`src/rtl/pipeline_pkg.sv`:
```
// Shared types for the EX/MEM elastic stage: occupancy state, its encodings,
// and the field layout of the EX/MEM payload.
package pipeline_pkg;

    typedef enum logic [1:0] {
        EMPTY = 2'd0,
        HALF  = 2'd1,
        FULL  = 2'd2
    } stage_state_t;

    localparam logic [1:0] OCC_EMPTY = 2'd0;
    localparam logic [1:0] OCC_HALF  = 2'd1;
    localparam logic [1:0] OCC_FULL  = 2'd2;

    // EX/MEM payload field widths
    localparam int unsigned RD_W     = 5;
    localparam int unsigned PC_W     = 32;
    localparam int unsigned ALU_W    = 32;
    localparam int unsigned DATA2_W  = 32;
    localparam int unsigned IMM_W    = 32;
    localparam int unsigned RW_W     = 4;
    localparam int unsigned WB_SEL_W = 2;
    localparam int unsigned REG_WE_W = 1;

    // Field LSB offsets, reg-write enable at bit 0
    localparam int unsigned REG_WE_LSB = 0;
    localparam int unsigned WB_SEL_LSB = REG_WE_LSB + REG_WE_W;
    localparam int unsigned RW_LSB     = WB_SEL_LSB + WB_SEL_W;
    localparam int unsigned IMM_LSB    = RW_LSB + RW_W;
    localparam int unsigned DATA2_LSB  = IMM_LSB + IMM_W;
    localparam int unsigned ALU_LSB    = DATA2_LSB + DATA2_W;
    localparam int unsigned PC_LSB     = ALU_LSB + ALU_W;
    localparam int unsigned RD_LSB     = PC_LSB + PC_W;
    localparam int unsigned EXMEM_W    = RD_LSB + RD_W;

    typedef struct packed {
        logic [RD_W-1:0]     rd;
        logic [PC_W-1:0]     pc;
        logic [ALU_W-1:0]    alu_result;
        logic [DATA2_W-1:0]  data2;
        logic [IMM_W-1:0]    imm;
        logic [RW_W-1:0]     mem_rw;
        logic [WB_SEL_W-1:0] wb_sel;
        logic [REG_WE_W-1:0] reg_write;
    } exmem_payload_t;

    function automatic logic [1:0] occupancy_of(input stage_state_t s);
        case (s)
            HALF:    occupancy_of = OCC_HALF;
            FULL:    occupancy_of = OCC_FULL;
            default: occupancy_of = OCC_EMPTY;
        endcase
    endfunction

endpackage

```
`src/rtl/sat_counter.sv`:
```
// Saturating up-counter: sticks at all-ones, cleared only by reset.
module sat_counter #(
    parameter int unsigned CNT_W = 16
) (
    input  logic             CLK,
    input  logic             RESET,
    input  logic             inc,
    output logic [CNT_W-1:0] count
);

    always_ff @(posedge CLK) begin
        if (RESET) begin
            count <= '0;
        end else if (inc && (count != '1)) begin
            count <= count + CNT_W'(1);
        end
    end

endmodule

```
`src/rtl/elastic_pipeline_reg.sv`:
```
// Two-entry elastic pipeline register (main + skid) with flush, memory stall
// freeze, registered occupancy and a saturating stall counter.
module elastic_pipeline_reg
    import pipeline_pkg::*;
#(
    parameter int unsigned       DATA_W     = EXMEM_W,
    parameter logic [DATA_W-1:0] BUBBLE_VAL = '0,
    parameter int unsigned       CNT_W      = 16
) (
    input  logic              CLK,
    input  logic              RESET,
    input  logic              IN_VALID,
    output logic              IN_READY,
    input  logic [DATA_W-1:0] IN_DATA,
    output logic              OUT_VALID,
    input  logic              OUT_READY,
    output logic [DATA_W-1:0] OUT_DATA,
    input  logic              FLUSH,
    input  logic              BUSYWAIT,
    output logic [1:0]        OCCUPANCY,
    output logic [CNT_W-1:0]  STALL_COUNT
);

    stage_state_t      state_q, state_d;
    logic [DATA_W-1:0] main_q, main_d;
    logic [DATA_W-1:0] skid_q, skid_d;
    logic              accept, emit;

    // Handshakes are suppressed while frozen, flushing or in reset
    assign IN_READY  = !RESET && (state_q != FULL)  && !BUSYWAIT && !FLUSH;
    assign OUT_VALID = !RESET && (state_q != EMPTY) && !BUSYWAIT && !FLUSH;
    assign accept    = IN_VALID && IN_READY;
    assign emit      = OUT_VALID && OUT_READY;

    assign OUT_DATA  = main_q;
    assign OCCUPANCY = occupancy_of(state_q);

    always_ff @(posedge CLK) begin
        if (RESET) begin
            state_q <= EMPTY;
            main_q  <= BUBBLE_VAL;
            skid_q  <= BUBBLE_VAL;
        end else begin
            state_q <= state_d;
            main_q  <= main_d;
            skid_q  <= skid_d;
        end
    end

    always_comb begin
        state_d = state_q;
        main_d  = main_q;
        skid_d  = skid_q;
        if (FLUSH) begin
            state_d = EMPTY;
            main_d  = BUBBLE_VAL;
            skid_d  = BUBBLE_VAL;
        end else if (!BUSYWAIT) begin
            case (state_q)
                EMPTY: begin
                    if (accept) begin
                        main_d  = IN_DATA;
                        state_d = HALF;
                    end
                end
                HALF: begin
                    if (accept && emit) begin
                        main_d = IN_DATA;
                    end else if (accept) begin
                        skid_d  = IN_DATA;
                        state_d = FULL;
                    end else if (emit) begin
                        main_d  = BUBBLE_VAL;
                        state_d = EMPTY;
                    end
                end
                FULL: begin
                    // Skid drains into main; no accept is possible here
                    if (emit) begin
                        main_d  = skid_q;
                        skid_d  = BUBBLE_VAL;
                        state_d = HALF;
                    end
                end
                default: begin
                    state_d = EMPTY;
                    main_d  = BUBBLE_VAL;
                    skid_d  = BUBBLE_VAL;
                end
            endcase
        end
    end

    sat_counter #(
        .CNT_W (CNT_W)
    ) u_stall_cnt (
        .CLK   (CLK),
        .RESET (RESET),
        .inc   (OUT_VALID && !OUT_READY),
        .count (STALL_COUNT)
    );

endmodule

```
`config.mk`:
```
export PLATFORM = sky130hd
export DESIGN_NAME = elastic_pipeline_reg
export DESIGN_NICKNAME = d
export VERILOG_FILES = /design/src/rtl/pipeline_pkg.sv /design/src/rtl/sat_counter.sv /design/src/rtl/elastic_pipeline_reg.sv
export SDC_FILE = /design/constraint.sdc
export NUM_CORES = 1
export LEC_CHECK = 0
export CAP_MARGIN = 0
export CORE_UTILIZATION = 46
export CTS_CLUSTER_SIZE = 16
export DETAILED_ROUTE_END_ITERATION = 10
export PLACE_DENSITY = 0.76
export SYNTH_ARGS = -nofsm -noshare
export SYNTH_HDL_FRONTEND = slang
export SYNTH_HIERARCHICAL = 1
export SYNTH_SLANG_ARGS = --single-unit
```
`constraint.sdc`:
```
create_clock -name CLK -period 2.55 [get_ports CLK]
set_clock_uncertainty 0.2 [all_clocks]
set_input_delay 0.255 -clock CLK [delete_from_list [all_inputs] [get_ports CLK]]
set_output_delay 0.255 -clock CLK [all_outputs]
set_load 0.005 [all_outputs]
```
==> metrics.cfg <==
[status]
status=completed

[synthesis]
ys_seq_area_share_pct=44.0
ys_warn_count=6
async_reset_ff_share_pct=0
syn_inst=1382
synth_flop_cell=dfxtp_1
synth_cell_types=44
syn_area_um2=13600
ys_ff_latch=298
avgSynthCellArea_um2=9.81
synth_edf_count=0
synth_fp_nets=1529

[grt]
gr-total-overflow=0
antenna_found_initial=5
grt_pass1_wl_um=60600
track_usage_pct=24.4
grt_max_degree=108
grt_pass1_vias=11400

[worst_setup_path]
r2r_cells=7
cp-end-kind=output pin
critical_path_class=flop to output pin
r2r_end=u_stall_cnt/count[13]
r2r_setup_slack_ns=0.32
crit_fanout=22
cp.arrival_ns=1.98
required_ns=2.10
cp-start-kind=flop
r2r-start=state_q[1]

[hold_path]
hp-start=IN_DATA[37]
hold-path-endpoint=skid_q[37]
min_path_type=input pin to flop
hold_depth=3

[layout]
fillers=2351
final_cell_area_um2=18300
fin_nets=1782
layout-drive-gt1-share_pct=6.82
final_util_pct=63.5
area_growth_pct=35.1

[die]
die_w_um=174
start_util_pct=47.0
die-area_um2=30200
coreArea_um2=28900
pin_count=306
std_cell_rows=62
die_h_um=174

[detailed_routing]
viasPerCell=5.68
postRouteAntennaNets=0
drc_errors=0
vias=11600
wirelength_um=37800
drt-wirelength-per-cell_um=18.5
dr.pass1.iters=5
drt_iter0_drc=774

[placed_design]
place_hpwl_um=23700
placed_cell_area_um2=17200
dp_slack_ns=-0.0375
globalplace.congestion=0.788
io_buffer_count=305

[power]
vdd.ir_drop.worst_v=0.000439
p_per_area_nw_per_um2=573
leakage_uw=0.00694

[timing]
setup_viol=0
period_minus_slack_ns=2.43
hold_viol=0
drv_slew=0
grt_setup_unrepaired=false
relSlewSlack_pct=56.3
tightest_slew_ns=0.656
setup_slack_ns=0.117
fmax_mhz=411
finalCritPeriodShare_pct=95.4

[cts]
root_buffer=clkbuf_16
clkSinkCount=298
clk_latency_ns=0.49
cts_tree=done
clk_pin_slew_worst_paths_ns=0.06
cts_buffers=34
clockBufferDepth=3
htreeDepth=2

[run]
maxCapViolCount=0

## area by class of cell
type / count / area [um^2] / area share, %
inverter: 5 / 18.8 / 0.102
clock buffer: 43 / 956 / 5.22
antenna: 4 / 10.0 / 0.0546
timing repair buffer: 348 / 3650 / 20.0
tap: 384 / 480 / 2.62
multi-input combinational: 948 / 7060 / 38.5
clock inverter: 15 / 163 / 0.888
sequential: 298 / 5970 / 32.6
## kinds of logic (layout without fill, tap and decap cells)
family	Yosys count	after routing	share of synthesized area [%]
xor gates and xnor gates	3	3	0.194
adders and majority gates	1	1	0.0923
and+or+nand+nor	348	348	10.9
buffers and inverters	136	411	4.29
muxes	283	283	20.9
AOI/OAI and AO/OA	313	313	19.6
DFF	298	298	44.0
other	0	4	0
## cell usage after synthesis, types with 5 or more instances
cell type,instances,area share [%]
o21ai_0,7,0.26
a22o_1,140,9.0
buf_2,54,2.0
nor3_1,7,0.26
nand3_1,6,0.22
dfxtp_1,298,44
buf_1,18,0.50
nand2_1,289,8.0
or4_1,7,0.39
clkbuf_1,58,1.6
a21oi_1,13,0.48
mux2i_1,282,21
o31ai_1,6,0.33
nor2_1,11,0.30
o2bb2ai_1,140,9.0
inv_1,5,0.14
## where the power goes
group	internal (uW)	switching, uW	leakage (uW)	total [uW]
Sequential	4710	38.1	0.00241	4750
Clock	2960	1910	0.000553	4870
Combinational	469	410	0.00398	879
## layer usage
metal | global-route usage, % | wire (um) | up-vias
li1 | - | - | 5562
met1 | 31.8 | 17000 | 5599
met2 | 39.9 | 17300 | 379
met3 | 4.52 | 2210 | 68
met4 | 9.83 | 1260 | 2
met5 | 0 | 13 | -
## state kept, by name (all words and copies together), names as in the netlist
name and count:
u_stall_cnt/count 16, OUT_DATA 140, state_q 2, skid_q 140
## cell usage in the layout, fill, tap and decap left out, types with 3 or more instances in the layout
cell type / n
nand3_1: 6
bufinv_16: 3
buf_12: 22
diode_2: 4
nand2_1: 289
clkinv_2: 8
o2bb2ai_1: 140
nand4_1: 3
inv_1: 5
clkbuf_1: 3
a22o_1: 140
nor2_1: 9
clkdlybuf4s50_1: 305
o21ai_0: 7
o31ai_1: 6
nor3_1: 6
mux2i_1: 282
clkbuf_16: 35
or3_1: 3
dfxtp_1: 296
a21oi_1: 13
nand2b_1: 3
or4_1: 7
nor2b_1: 3
and4_1: 3
buf_4: 20
clkbuf_8: 5
## per-stage QoR
stage          hold WS (ns)  setup TNS [ns]  power (uW)  std cells
2_1_floorplan         0.194               0        5190       1382
3_3_place_gp          0.243               0        5710       1982
3_5_place_dp          0.253         -0.0425        5720       1982
4_1_cts               0.142               0       10600       2041
5_1_grt               0.159               0       10900       2045
6_report              0.162               0       10500       2045
## worst max path at each step
stage | startpoint | end | slack [ns] | cells after the start
finish | state_q[0] | OCCUPANCY[0] | 0.12 | 4
global route | state_q[1] | IN_READY | 0.03 | 3
CTS | state_q[0] | OCCUPANCY[0] | 0.09 | 4
detailed placement | RESET | u_stall_cnt/count[13] | -0.04 | 8
global placement | FLUSH | skid_q[64] | 0.05 | 7
floorplan | state_q[1] | u_stall_cnt/count[7] | 0.08 | 11
## critical path: stages, from the launching register on
cell and delay [ns]:
dfxtp_4 0.45, buf_6 0.24, nand2b_1 0.17, inv_1 0.11, clkdlybuf4s50_1 0.51
## what timing repair did
action / 4_1_cts / 5_1_grt
resized for setup: 1 / 0
buffers inserted: 1 / 0
hold buffers: 0 / 0
setup endpoints to repair: 1 / 0
(Power assumes the default switching activity.)
